## src/rtl/miniRISC_pkg.sv

```systemverilog
// Shared miniRISC data-path definitions: load/store size encodings and the load-unit FSM states.
package miniRISC_pkg;

  localparam logic [1:0] SZ_BYTE = 2'b00;
  localparam logic [1:0] SZ_HALF = 2'b01;
  localparam logic [1:0] SZ_WORD = 2'b10;
  localparam logic [1:0] SZ_RSVD = 2'b11;

  typedef enum logic [1:0] {
    IDLE  = 2'd0,
    ISSUE = 2'd1,
    WAIT  = 2'd2,
    RESP  = 2'd3
  } ld_state_e;

endpackage

```

## src/rtl/load_align.sv

```systemverilog
// Combinational byte/half/word lane extraction with sign/zero extension, plus misalign detection.
// Zero latency, no state; the store path reuses misalign_o for its own alignment check.
module load_align
  import miniRISC_pkg::*;
(
  input  logic [31:0] word_i,
  input  logic [1:0]  off_i,
  input  logic [1:0]  size_i,
  input  logic        signed_i,
  output logic [31:0] result_o,
  output logic        misalign_o
);

  logic [7:0]  byte_lane;
  logic [15:0] half_lane;

  always_comb begin
    byte_lane = word_i[7:0];
    case (off_i)
      2'd1:    byte_lane = word_i[15:8];
      2'd2:    byte_lane = word_i[23:16];
      2'd3:    byte_lane = word_i[31:24];
      default: byte_lane = word_i[7:0];
    endcase
    half_lane = off_i[1] ? word_i[31:16] : word_i[15:0];
  end

  always_comb begin
    result_o   = '0;
    misalign_o = 1'b0;
    case (size_i)
      SZ_BYTE: result_o = {{24{signed_i & byte_lane[7]}}, byte_lane};
      SZ_HALF: begin
        result_o   = {{16{signed_i & half_lane[15]}}, half_lane};
        misalign_o = off_i[0];
      end
      SZ_WORD: begin
        result_o   = word_i;
        misalign_o = (off_i != 2'd0);
      end
      default: misalign_o = 1'b1;
    endcase
  end

endmodule

```

## src/rtl/lsu_load_unit.sv

```systemverilog
// Load path: one BRAM read per request, response RD_LATENCY+1 cycles after the read enable (error: next cycle).
// One request in flight; req_ready only in IDLE, stall flags a waiting request; responses cannot be backpressured.
module lsu_load_unit
  import miniRISC_pkg::*;
#(
  parameter int ADDR_W     = 32,
  parameter int DATA_W     = 32,
  parameter int RD_LATENCY = 2
) (
  input  logic              clk,
  input  logic              reset,
  input  logic              req_valid,
  output logic              req_ready,
  input  logic [ADDR_W-1:0] req_addr,
  input  logic [1:0]        req_size,
  input  logic              req_signed,
  output logic              stall,
  output logic              mem_en,
  output logic [ADDR_W-3:0] mem_addr,
  input  logic [DATA_W-1:0] mem_rdata,
  output logic              resp_valid,
  output logic [DATA_W-1:0] resp_data,
  output logic              resp_err
);

  localparam logic [1:0] LAT_INIT = 2'(RD_LATENCY - 1);

  ld_state_e         state_q, state_d;
  logic [1:0]        cnt_q, cnt_d;
  logic [1:0]        off_q, off_d;
  logic [1:0]        size_q, size_d;
  logic              sgn_q, sgn_d;
  logic              err_q, err_d;
  logic [ADDR_W-3:0] maddr_q, maddr_d;
  logic [DATA_W-1:0] rdata_q, rdata_d;

  logic              idle;
  logic [1:0]        al_off, al_size;
  logic              al_sgn;
  logic [DATA_W-1:0] al_result;
  logic              al_misalign;

  assign idle = (state_q == IDLE);

  // In IDLE the aligner checks the incoming request; afterwards it extracts from the latched fields.
  assign al_off  = idle ? req_addr[1:0] : off_q;
  assign al_size = idle ? req_size      : size_q;
  assign al_sgn  = idle ? req_signed    : sgn_q;

  load_align u_align (
    .word_i     (mem_rdata),
    .off_i      (al_off),
    .size_i     (al_size),
    .signed_i   (al_sgn),
    .result_o   (al_result),
    .misalign_o (al_misalign)
  );

  always_comb begin
    state_d = state_q;
    cnt_d   = cnt_q;
    off_d   = off_q;
    size_d  = size_q;
    sgn_d   = sgn_q;
    err_d   = err_q;
    maddr_d = maddr_q;
    rdata_d = rdata_q;
    case (state_q)
      IDLE: begin
        if (req_valid) begin
          off_d  = req_addr[1:0];
          size_d = req_size;
          sgn_d  = req_signed;
          if (al_misalign) begin
            err_d   = 1'b1;
            rdata_d = '0;
            state_d = RESP;
          end else begin
            maddr_d = req_addr[ADDR_W-1:2];
            state_d = ISSUE;
          end
        end
      end
      ISSUE: begin
        cnt_d   = LAT_INIT;
        state_d = WAIT;
      end
      WAIT: begin
        if (cnt_q == 2'd0) begin
          rdata_d = al_result;
          err_d   = 1'b0;
          state_d = RESP;
        end else begin
          cnt_d = cnt_q - 2'd1;
        end
      end
      RESP:    state_d = IDLE;
      default: state_d = IDLE;
    endcase
  end

  always_ff @(posedge clk) begin
    if (!reset) begin
      state_q <= IDLE;
      cnt_q   <= '0;
      off_q   <= '0;
      size_q  <= SZ_BYTE;
      sgn_q   <= 1'b0;
      err_q   <= 1'b0;
      maddr_q <= '0;
      rdata_q <= '0;
    end else begin
      state_q <= state_d;
      cnt_q   <= cnt_d;
      off_q   <= off_d;
      size_q  <= size_d;
      sgn_q   <= sgn_d;
      err_q   <= err_d;
      maddr_q <= maddr_d;
      rdata_q <= rdata_d;
    end
  end

  assign req_ready  = idle;
  assign stall      = req_valid & ~idle;
  assign mem_en     = (state_q == ISSUE);
  assign mem_addr   = maddr_q;
  assign resp_valid = (state_q == RESP);
  assign resp_data  = rdata_q;
  assign resp_err   = err_q;

endmodule
```

## config.mk

```make
export PLATFORM = sky130hd
export DESIGN_NAME = lsu_load_unit
export DESIGN_NICKNAME = d
export VERILOG_FILES = /design/src/rtl/miniRISC_pkg.sv /design/src/rtl/load_align.sv /design/src/rtl/lsu_load_unit.sv
export SDC_FILE = /design/constraint.sdc
export NUM_CORES = 1
export LEC_CHECK = 0
export BUFFER_PORTS_ARGS = -buffer_cell sky130_fd_sc_hd__buf_2
export CAP_MARGIN = 30
export CORE_AREA = 3 3 91 93
export CTS_BUF_LIST = sky130_fd_sc_hd__clkbuf_8 sky130_fd_sc_hd__clkbuf_16
export CTS_CLUSTER_SIZE = 28
export DETAILED_ROUTE_END_ITERATION = 12
export DIE_AREA = 0 0 94 96
export PLACE_DENSITY = 0.74
export SYNTH_ARGS = -nofsm -noshare
export SYNTH_HDL_FRONTEND = slang
export SYNTH_SLANG_ARGS = --single-unit
```

## constraint.sdc

```tcl
create_clock -name clk -period 5.45 [get_ports clk]
set_clock_uncertainty 0.2 [all_clocks]
set_input_delay 0.2725 -clock clk [delete_from_list [all_inputs] [get_ports clk]]
set_output_delay 0.2725 -clock clk [all_outputs]
set_load 0.005 [all_outputs]
```

### Word-level counts from Yosys, hierarchy flattened

Cells that the tools add are included.
Widths: inputs -> output; s select.

* flip-flop bits (word level): 72
* word-level logic and storage cells: 58

* mux-type cells: 21
* bitwise operators: 5
* reduce and logical (&&, ||, !) cells: 11
* equality and inequality tests: 12
* add/subtract/negate cells: 1

Operator list (count)
* $mux 32: 3
* $pmux 32 s3: 1
* $pmux 32 s2: 1
* $pmux 8 s3: 1
* $mux 16: 1
* $mux 2: 6
* $eq 2x2->1 const B: 5
* $pmux 2 s4: 1
* $eq 2x1->1 const B: 3
* $logic_not 2->1: 3
* $ne 2x2->1 const B: 3
* $reduce_and 2->1: 3
* $reduce_bool 2->1: 3
* $mux 1: 4
* $pmux 2 s2: 1
* $reduce_and 4->1: 1
* $and 1x1->1: 3
* $pmux 1 s3: 1
* $reduce_and 3->1: 1
* $ne 2x1->1 const B: 1
* $not 1->1: 2
* $pmux 1 s2: 1
* $sub 2x1->2 const B: 1

### Depth between registers and ports, before layout

Gate-level depths: netlist (run 1).

* depth in word-level cells: 8
* gate-level depth with buffers: 9
* depth with buffers taken out: 7

### Cells and area by module

From an unflattened synthesis (run 1), not the netlist that was laid out.

* cell total of the unflattened synthesis: 466
* area total of the unflattened synthesis: 3921.3 µm²

By module, submodules not included
* lsu_load_unit: cells an instance 340, instances 1, area an instance 2950.3 µm², seq. area each 1441.4 µm²
* load_align: cells an instance 126, instances 1, area an instance 970.9 µm², seq. area each 0.0 µm²

### Least setup slack after synthesis (run 1)

OpenSTA, ideal clock, no wires.

* kind: register to register
* start point: register state_q[0]
* end point: register rdata_q[12], in the netlist resp_data[12]
* path slack: 3083 ps
* library setup time: 124 ps
* data arrival time: 2043 ps
* clock period less this slack: 2367 ps
* stages on the path, launching flop included: 10
* required time: 5126 ps
* cells stage by stage: dfxtp_1 > inv_1 > ha_1 > buf_4 > buf_4 > a21oi_1 > nor2_1 > buf_2 > a221oi_1 > o2bb2ai_2

* longest elaborated chain between the ends: 8

RTL lines
* start: declaration: RTL line lsu_load_unit.sv:28 `ld_state_e state_q, state_d;`
* start signal: assignment: RTL line lsu_load_unit.sv:113 `state_q <= state_d;`
* $logic_not 2->1 *: RTL line lsu_load_unit.sv:43 `assign idle = (state_q == IDLE);`
* via req_ready: RTL line lsu_load_unit.sv:13 `output logic req_ready,`
* $mux 2: RTL line lsu_load_unit.sv:46 `assign al_off = idle ? req_addr[1:0] : off_q;`
* $eq 2x2->1 or $eq 2x1->1 (tied branches): RTL line load_align.sv:19 `case (off_i)`
* $pmux 8 s3: RTL line load_align.sv:19
* $and 1x1->1: RTL line load_align.sv:32 `SZ_BYTE: result_o = {{24{signed_i & byte_lane[7]}}, byte_lane};`
* $pmux 32 s3: RTL line load_align.sv:31 `case (size_i)`
* $mux 32: RTL line lsu_load_unit.sv:89 `if (cnt_q == 2'd0) begin`
* $pmux 32 s2: RTL line lsu_load_unit.sv:68 `case (state_q)`
* end signal: assignment: RTL line lsu_load_unit.sv:120 `rdata_q <= rdata_d;`
* end: declaration: RTL line lsu_load_unit.sv:35 `logic [DATA_W-1:0] rdata_q, rdata_d;`

The timed path passes the listed nets; every way through them passes the cells marked *. The select of a mux whose other input is x is not followed.
A chain may end at the register's enable or synchronous reset.

### Final worst setup path (run 1)

* start point: register state_q[0]
* end point: register rdata_q[12], in the netlist resp_data[12]

* longest elaborated chain between the ends: 8

RTL lines (RTL line)
* $logic_not 2->1: lsu_load_unit.sv:43, lsu_load_unit.sv:68
* $mux 2: lsu_load_unit.sv:46
* $eq 2x2->1 or $eq 2x1->1 (tied branches): load_align.sv:19
* $pmux 8 s3: load_align.sv:19
* $and 1x1->1: load_align.sv:32
* $pmux 32 s3: load_align.sv:31
* $mux 32: lsu_load_unit.sv:89
* $pmux 32 s2: lsu_load_unit.sv:68

Several ways; a longest one is shown, not always the timed one. The select of a mux whose other input is x is not followed.

==> results.py, run 1 <==
metrics = {
    "setup_path": {
        "slowest_stage": "a311o_1",
        "crit_arrival_ns": 3.00,
        "required_ns": 5.53,
        "cpPeakStageDelay_ns": 0.67,
        "start_kind": "flip-flop",
        "crit_path_end_kind": "flip-flop",
        "path_class": "reg2reg",
        "path_cells": "inv_1, ha_1, buf_8, o21ai_2, a311o_1, a221oi_1, o2bb2ai_2",
        "crit_path_max_fanout": 31,
    },
    "routing": {
        "dr.max_layer_used": "met4",
        "drc": 0,
        "drtIter0Drc": 279,
        "dr_wl_met2_mm": 5.18,
        "wl_met1_mm": 4.44,
        "wire_per_inst_microns": 16.5,
        "viasPerCell": 5.56,
        "totalWireLength_mm": 10.7,
        "wl_met3_microns": 889,
        "dr.pass1.iters": 6,
        "antenna_left": 0,
        "via_count": 3616,
    },
    "timing": {
        "hold_violations": 0,
        "worst-slew-pin-transition_ns": 0.775,
        "setup-tns-final_ns": 0,
        "slew_viol_final": 0,
        "post-route-period-util_pct": 53.5,
        "fin_crit_ns": 2.92,
        "clock.fmax_ghz": 0.343,
        "worst_slack_ns": 2.53,
        "rsz0062_at_grt": "no",
        "relSlewSlack_pct": 48.3,
        "setup_violations": 0,
    },
    "global_routing": {
        "grt_max_degree": 38,
        "grt_pass1_vias": 3372,
        "antenna_found_initial": 0,
        "grt_overflow_total": 0,
        "grt_first_pass_wirelength_mm": 16.8,
        "grt_util_all_layers_pct": 23.5,
    },
    "floorplanning": {
        "fp.dieH_microns": 96,
        "coreArea_sq_um": 7610,
        "io_pins": 137,
        "start_util_pct": 44.5,
        "fp-row-count": 32,
        "dieArea_sq_um": 9020,
        "die_x_microns": 94,
    },
    "power": {
        "power.share.clock_pct": 26.4,
        "peakVddDrop_v": 0.000193,
        "switching_share_pct": 37.0,
        "power_frac_seq_pct": 34.0,
        "p_int_w": 0.00117,
        "p_total_w": 0.00186,
        "leakage_nw": 2.01,
        "power_density_nw_per_um2": 397,
        "p_sw_w": 0.000686,
        "pwr-share-comb_pct": 39.6,
    },
    "final_layout": {
        "fin_util_pct": 61.5,
        "drive_above_1_share_pct": 31.6,
        "final_area_sq_um": 4680,
        "final.fill_count": 685,
        "syn2layout_area_growth_pct": 38.1,
        "regArea_sq_um": 1440,
        "antenna_cells": 0,
        "multiInputGateArea_sq_um": 1750,
        "nets": 618,
    },
    "place": {
        "io_buffers": 136,
        "place_area_sq_um": 4120,
        "routabilityCongestion": 0.879,
        "dp_hpwl_mm": 7.09,
        "place_ws_ns": 2.63,
    },
    "yosys": {
        "synth_fp_nets": 462,
        "synth_area_sq_um": 3390,
        "ys_async_sr_fraction_pct": 0,
        "synth_area_leader_cell": "dfxtp_1",
        "synth.area.top_cells": "dfxtp_1, o2bb2ai_1, nand2_1, a21oi_1, a211oi_1",
        "avgSynthCellArea_sq_um": 8.75,
        "ys_types": 46,
        "ys_seq_area_share_pct": 42.6,
        "synth-seq-cells": 72,
        "syn-instance-count": 387,
        "synth-main-ff-cell": "dfxtp_1",
        "synth_top_area_share_pct": 42.6,
        "synth_edf_count": 0,
        "yosysWarningCount": 0,
    },
    "clock_network": {
        "cts_buffers": 9,
        "clk_pin_slew_ns": 0.08,
        "cts-root-buf": "clkbuf_8",
        "cts_tree": "built",
        "cts.sinks": 72,
        "cts_resized": 0,
        "clock_latency_ns": 0.35,
        "htreeDepth": 3,
        "cts_buffer_depth": 2,
    },
    "outcome": {
        "status": "finished clean",
    },
    "hold_path": {
        "hold_path.class": "in2reg",
    },
    "job": {
        "cap_violations": 0,
    },
}
==> sequential cells by signal (all words and copies together), names as in the netlist <==
name       count
resp_data     32
off_q          2
resp_err       1
mem_addr      30
cnt_q          2
sgn_q          1
state_q        2
size_q         2
==> power by group through the flow <==
| stage | registers, W | logic, W | clock network (W) |
|---|---|---|---|
| 3_3_place_gp | 0.000640 | 0.000668 | 0 |
| 3_5_place_dp | 0.000642 | 0.000703 | 0 |
| 5_1_grt | 0.000640 | 0.000805 | 0.000515 |
| 6_report | 0.000632 | 0.000734 | 0.000489 |
| 2_1_floorplan | 0.000637 | 0.000511 | 0 |
| 4_1_cts | 0.000631 | 0.000724 | 0.000497 |
==> what timing repair did <==
item / in CTS / in global routing
hold endpoints to repair: 33 / 0
setup buffers: 0 / 0
hold buffers: 32 / 0
==> critical path, delay by kind of cell (launching register included) <==
family / cells / cell delay (ns)
adder cells (fa/ha/maj): 1 / 0.25
AO/OA/AOI/OAI: 4 / 1.73
buffers and inverters: 2 / 0.27
flip-flops: 1 / 0.39
==> placed cells by master (no fill, tap or decap), drive strengths merged, types with 2 or more instances in the layout <==
cell type,instances
a211oi,19
a21oi,45
a221o,7
a221oi,9
a222oi,7
a31oi,2
buf,144
bufinv,2
clkbuf,10
clkinv,3
dfxtp,72
dlygate4sd3,32
ha,5
inv,15
mux2i,4
nand2,68
nand2b,5
nand3,7
nor2,6
nor2b,19
nor3,5
nor3b,3
o21ai,3
o22ai,7
o2bb2ai,32
or2,2
==> worst paths after layout <==
| check | cells past startpoint | to | slack, ns | startpoint |
|---|---|---|---|---|
| setup / recovery | 7 | resp_data[12] | 2.53 | state_q[0] |
| hold / removal | 3 | size_q[1] | 0.03 | req_size[1] |
| setup reg to reg | 7 | resp_data[12] | 2.53 | state_q[0] |
| hold reg to reg | 2 | mem_addr[26] | 0.25 | mem_addr[26] |
==> per-stage QoR <==
stage / cells / hold slack [ns]
after floorplan: 387 / 0.190
after global placement: 598 / 0.239
after detailed placement: 601 / 0.242
after CTS: 649 / 0.0127
after global routing: 650 / 0.0494
final: 650 / 0.0301
==> kinds of logic (layout without fill, tap and decap cells) <==
| logic type | after synthesis | count (layout) | synth area share (%) |
|---|---|---|---|
| buffers and inverters | 45 | 206 | 5.99 |
| flip-flops | 72 | 72 | 42.6 |
| multiplexers | 5 | 5 | 1.63 |
| AO/OA/AOI/OAI | 142 | 142 | 31.5 |
| adder cells (fa/ha/maj) | 5 | 5 | 1.85 |
| AND/OR/NAND/NOR | 118 | 118 | 16.4 |
==> cell usage after synthesis (2+ instances only) <==
library cell and instances:
a221o_1 7, a21oi_1 44, nand2_1 68, nor3_1 4
o22ai_1 7, nand2b_1 5, nor3b_1 3, o2bb2ai_1 31
inv_1 14, nor2_1 6, nor2b_1 19, a31oi_1 2
buf_4 2, nand3_1 7, clkbuf_1 18, mux2i_1 3
dfxtp_1 72, ha_1 5, a222oi_1 7, a211oi_1 19
a221oi_1 9, buf_6 2, buf_2 9, or2_2 2
==> layer usage <==
metal | GRT usage (%) | vias up
met5 | 0 | -
met4 | 8.54 | 0
met1 | 28.8 | 1690
met3 | 6.41 | 23
li1 | - | 1742
met2 | 39.5 | 161
==> layout make-up <==
class | instances | area share, %
clock buffer | 10 | 2.94
multi-input combinational | 270 | 37.3
tap | 102 | 2.73
inverter | 14 | 1.12
timing repair buffer | 176 | 23.1
sequential | 72 | 30.8
clock inverter | 6 | 1.95
No activity file was read; power rests on OpenSTA's default activity.
==> run 2: changes to the inputs <==
- CORE_AREA: 3 3 91 93 -> 3 3 92 94
- DIE_AREA: 0 0 94 96 -> 0 0 95 97
- PLACE_DENSITY: 0.74 -> 0.76
- clock period: 5.45 -> 2.5 ns (I/O delays scaled with it)
==> run 2 against run 1 <==
  * Count of clock-buffer cells in the layout fell by 1
  * Wire length up 17%
  * Setup slack lost 2.5 ns
  * Critical path depth is 1 higher
  * Critical path type unchanged
==> results.py, run 2 (synthesized netlist as in run 1, its figures left out) <==
metrics = {
    "setup_path": {
        "path_class": "reg2reg",
        "r2r_cells": 8,
        "crit_top_cell": "mux2i_2",
        "crit_arrival_ns": 2.47,
        "required_ns": 2.53,
        "path_cells": "inv_1, ha_4, mux2i_2, mux2i_2, nor3_4, buf_12, a211oi_1, o2bb2ai_1",
        "cpPeakStageDelay_ns": 0.36,
        "start_kind": "flip-flop",
        "crit_path_max_fanout": 16,
        "crit_path_end_kind": "flip-flop",
        "slowest_stage": "mux2i_2",
    },
    "final_layout": {
        "nets": 671,
        "multiInputGateArea_sq_um": 1770,
        "syn2layout_area_growth_pct": 55.0,
        "final_area_sq_um": 5250,
        "final_common_cell": "buf_2",
        "mostFrequentLayoutCells": "buf_2, dfxtp_1, dlygate4sd3_1",
        "regArea_sq_um": 1440,
        "drive_above_1_share_pct": 31.9,
        "final.fill_count": 573,
        "largest_reg_flops": 32,
        "fin_util_pct": 67.9,
    },
    "global_routing": {
        "grt_util_all_layers_pct": 27.1,
        "grt_overflow_total": 0,
        "grt_pass1_vias": 4040,
        "antenna_found_initial": 1,
        "grt_max_degree": 33,
        "grt_first_pass_wirelength_mm": 19.9,
    },
    "clock_network": {
        "clk_pin_slew_ns": 0.09,
        "clock_latency_ns": 0.35,
        "cts_buffer_depth": 2,
        "cts-root-buf": "clkbuf_8",
        "cts.sinks": 72,
        "htreeDepth": 3,
        "cts_tree": "built",
        "cts_buffers": 9,
    },
    "place": {
        "place_ws_ns": -0.0870,
        "routabilityCongestion": 0.885,
        "io_buffers": 136,
        "dp_hpwl_mm": 7.41,
        "place_area_sq_um": 4250,
    },
    "timing": {
        "slew_viol_final": 0,
        "fin_hold_ws_ns": 0.255,
        "worst-slew-pin-transition_ns": 0.687,
        "hold_violations": 0,
        "worst_slack_ns": 0.0606,
        "post-route-period-util_pct": 97.6,
        "fin_crit_ns": 2.44,
        "rsz0062_at_grt": "no",
        "relSlewSlack_pct": 54.2,
        "clock.fmax_ghz": 0.410,
        "setup_violations": 0,
    },
    "job": {
        "cap_violations": 0,
    },
    "routing": {
        "viasPerCell": 5.74,
        "drtIter0Drc": 506,
        "drc": 0,
        "wire_per_inst_microns": 17.8,
        "antenna_left": 0,
        "dr.pass1.iters": 6,
        "totalWireLength_mm": 12.5,
        "via_count": 4038,
    },
    "floorplanning": {
        "die_x_microns": 95,
        "coreArea_sq_um": 7730,
        "fp.dieH_microns": 97,
        "start_util_pct": 43.8,
        "dieArea_sq_um": 9220,
        "fp-row-count": 32,
        "io_pins": 137,
    },
    "power": {
        "power_density_nw_per_um2": 847,
        "p_total_w": 0.00445,
        "leakage_nw": 2.25,
        "peakVddDrop_v": 0.000456,
    },
    "hold_path": {
        "hold_path.class": "reg2reg",
        "hold_depth": 2,
    },
    "outcome": {
        "status": "finished clean",
    },
}
run 2: worst max-delay path, delay by kind of cell, from the launching register on:
family / cells / cell delay, ns
compound gates: 2 / 0.50
fa+ha+maj: 1 / 0.25
buf+inv: 2 / 0.26
flops: 1 / 0.32
mux: 2 / 0.70
simple gates: 1 / 0.07
run 2: final cells by class:
cell class                      instances  area share [%]
Clock buffer                            9            2.36
Clock inverter                          7            2.43
Antenna cell                            1          0.0477
Sequential cell                        72            27.5
Tap cell                              102            2.43
Multi-Input combinational cell        270            33.7
Timing Repair Buffer                  229            30.6
Inverter                               14            1.00
run 2: stage by stage:
step                      instances  setup TNS [ns]
after floorplan                 387               0
after global placement          616         -0.0867
after detailed placement        616          -0.717
after CTS                       703               0
after global routing            704               0
final                           704               0
run 2: final timing paths:
path                        end    startpoint  slack [ns]
setup / recovery  resp_data[29]    state_q[0]        0.06
hold / removal     mem_addr[15]  mem_addr[15]        0.25
setup reg to reg  resp_data[29]    state_q[0]        0.06
hold reg to reg    mem_addr[15]  mem_addr[15]        0.25
run 2: power breakdown:
group | switching (W) | total [W] | internal (W)
Sequential | 0.0000923 | 0.00137 | 0.00128
Combinational | 0.00104 | 0.00192 | 0.000881
Clock | 0.000481 | 0.00116 | 0.000677
run 2: repair_timing:
action / in CTS / in global routing
hold buffers: 70 / 0
endpoints found under the hold margin: 70 / 0
buffers inserted: 1 / 0
pin swaps: 1 / 0
gates resized for setup: 2 / 3
endpoints found under the setup margin: 32 / 56
run 2: layer usage:
layer	global-route usage, %	up-vias	wire length (microns)
li1	-	1848	-
met1	33.3	1844	4850
met2	41.4	269	5800
met3	8.16	77	1140
met4	16.0	0	749
met5	0	-	0
==> run 3: changes to the inputs <==
- BUFFER_PORTS_ARGS: -buffer_cell sky130_fd_sc_hd__buf_2 -> -buffer_cell sky130_fd_sc_hd__clkbuf_2
- CORE_AREA: 3 3 92 94 -> 3 3 97 90
- DIE_AREA: 0 0 95 97 -> 0 0 100 93
- PLACE_DENSITY: 0.76 -> 0.75
==> run 3 against run 2 <==
  * Non-clock buffer count is 2 lower
  * Setup slack gained 0.078 ns
  * Largest power group unchanged
  * Largest cell class unchanged
  * Power decreased by 6.5%
  * Wire length is 4.6% lower
  * Combinational power shrank 4%
  * Sequential cell count did not move
  * Sequential share of layout area rose by 0.60 points
  * Design area decreased by 2.1%
  * Via count fell by 2.1%
  * Highest routed layer unchanged
  * First-iteration DRC count rose by 6.5%
  * Sequential power is essentially flat
==> results.py, run 3 (synthesized netlist as in run 1, its figures left out) <==
metrics = {
    "setup_path": {
        "crit_arrival_ns": 2.39,
        "timing.critical_path.buf_inv": 3,
        "timing.rr.start": "state_q[1]",
        "crit_path_max_fanout": 12,
        "r2r-end": "resp_data[29]",
        "required_ns": 2.53,
        "slowest_stage": "dlygate4sd3_1",
        "path_cells": "dlygate4sd3_1, clkbuf_2, mux2_2, o221ai_1, a2111oi_4, buf_4, a211oi_1, o2bb2ai_1",
        "path_delay_family": "buffers and inverters",
        "path_class": "in2reg",
        "start_kind": "input pin",
        "worst-r2r-setup-slack_ns": 0.15,
        "r2r_cells": 8,
        "crit_path_end_kind": "flip-flop",
        "cpPeakStageDelay_ns": 0.54,
    },
    "global_routing": {
        "grt_pass1_vias": 3810,
        "grt_util_all_layers_pct": 25.3,
        "antenna_found_initial": 0,
        "grt_overflow_total": 0,
        "grt_max_degree": 38,
        "grt_first_pass_wirelength_mm": 18.7,
    },
    "outcome": {
        "status": "finished clean",
    },
    "hold_path": {
        "hold_end": "mem_addr[3]",
        "hp-start": "mem_addr[3]",
        "hold_path.class": "reg2reg",
        "hold_depth": 2,
    },
    "final_layout": {
        "syn2layout_area_growth_pct": 51.7,
        "fin_util_pct": 65.2,
        "antenna_cells": 0,
        "final_common_cell": "clkbuf_2",
        "mostFrequentLayoutCells": "clkbuf_2, dfxtp_1, dlygate4sd3_1",
        "nets": 669,
        "largest_reg_flops": 32,
        "drive_above_1_share_pct": 31.3,
    },
    "clock_network": {
        "cts_buffers": 9,
        "htreeDepth": 3,
        "cts_tree": "built",
        "clk_pin_slew_ns": 0.08,
        "cts_buffer_depth": 2,
        "cts.sinks": 72,
        "cts-root-buf": "clkbuf_8",
        "clock_latency_ns": 0.35,
    },
    "timing": {
        "post-route-period-util_pct": 94.5,
        "setup_violations": 0,
        "slew_viol_final": 0,
        "fin_crit_ns": 2.36,
        "hold_violations": 0,
        "fin_hold_ws_ns": 0.260,
        "rsz0062_at_grt": "no",
        "relSlewSlack_pct": 61.4,
        "clock.fmax_ghz": 0.423,
        "worst-slew-pin-transition_ns": 0.575,
    },
    "routing": {
        "drc": 0,
        "antenna_left": 0,
        "dr.pass1.iters": 6,
        "via_count": 3955,
        "totalWireLength_mm": 12.0,
        "wire_per_inst_microns": 17.2,
        "viasPerCell": 5.67,
        "drtIter0Drc": 539,
    },
    "place": {
        "dp_hpwl_mm": 7.51,
        "routabilityCongestion": 0.825,
        "io_buffers": 136,
    },
    "floorplanning": {
        "start_util_pct": 43.0,
        "fp.dieH_microns": 93,
        "coreArea_sq_um": 7870,
        "dieArea_sq_um": 9300,
        "die_x_microns": 100,
        "fp-row-count": 31,
        "io_pins": 137,
    },
    "power": {
        "power_density_nw_per_um2": 809,
        "p_sw_w": 0.00155,
        "leakage_nw": 2.16,
        "p_int_w": 0.00261,
        "pwr-share-comb_pct": 44.6,
        "power_frac_seq_pct": 33.1,
        "power.share.clock_pct": 22.3,
        "peakVddDrop_v": 0.000372,
        "switching_share_pct": 37.3,
    },
    "job": {
        "cap_violations": 0,
    },
}
run 3: changes by cell type in the layout (fill, tap and decap cells not counted), sizes merged:
cell	delta
buf	-138
bufinv	-2
clkbuf	+137
clkinv	-1
clkinvlp	+3
diode	-1
inv	-2
run 3: routing by layer:
metal  GRT usage, %  part of all wire (%)  wire, microns  vias up
met1           31.4                    40           4810     1830
met5              0                     0              0        -
met4           10.3                   3.7            441        0
met2           42.2                    49           5810      222
met3           6.04                   7.5            901       53
li1               -                     -              -     1850
run 3: how the worst max path moves through the flow:
stage	startpoint	to	slack, ns	depth (start not counted)
after floorplan	state_q[0]	resp_data[12]	0.13	9
after global placement	state_q[1]	resp_data[3]	-0.09	7
after detailed placement	state_q[1]	resp_data[12]	0.0003	7
after CTS	state_q[1]	resp_data[25]	0.03	7
after global routing	state_q[0]	resp_data[29]	0.02	8
final	req_addr[0]	resp_data[29]	0.14	8
run 3: stage by stage:
stage | TNS [ns] | worst slack, ns | area (sq um) | power, W | cells
finish | 0 | 0.139 | 5140 | 0.00416 | 697
global route | 0 | 0.0224 | 5140 | 0.00440 | 697
CTS | 0 | 0.0323 | 5100 | 0.00408 | 696
detailed placement | 0 | 0.000282 | 4210 | 0.00306 | 611
global placement | -0.902 | -0.0855 | 4200 | 0.00301 | 610
floorplan | 0 | 0.133 | 3390 | 0.00250 | 387
run 3: layout make-up:
class	count	area, sq um
Inverter	14	52.6
Sequential cell	72	1440
Fill cell	607	2740
Timing Repair Buffer	227	1560
Clock buffer	10	138
Multi-Input combinational cell	270	1760
Clock inverter	5	57.6
Tap cell	99	124
run 3: repair_timing:
action,in CTS,in global routing
hold buffers,70,0
setup endpoints to repair,10,41
endpoints found under the hold margin,70,0
pin swaps,0,1
buffers inserted,0,1
resized for setup,1,2
run 3: worst reg2reg max path: stages, from the launching register on:
cell,delay [ns]
dfxtp_1,0.34
inv_1,0.11
ha_4,0.23
mux2i_2,0.31
mux2i_1,0.33
nor3_4,0.07
buf_12,0.16
a211oi_1,0.33
o2bb2ai_1,0.15
run 3: power groups by stage:
stage	Combinational (W)	Clock [W]	Sequential [W]
global route	0.00200	0.000999	0.00139
finish	0.00185	0.000928	0.00138
detailed placement	0.00166	0	0.00140
floorplan	0.00111	0	0.00139
CTS	0.00176	0.000944	0.00137
global placement	0.00161	0	0.00139
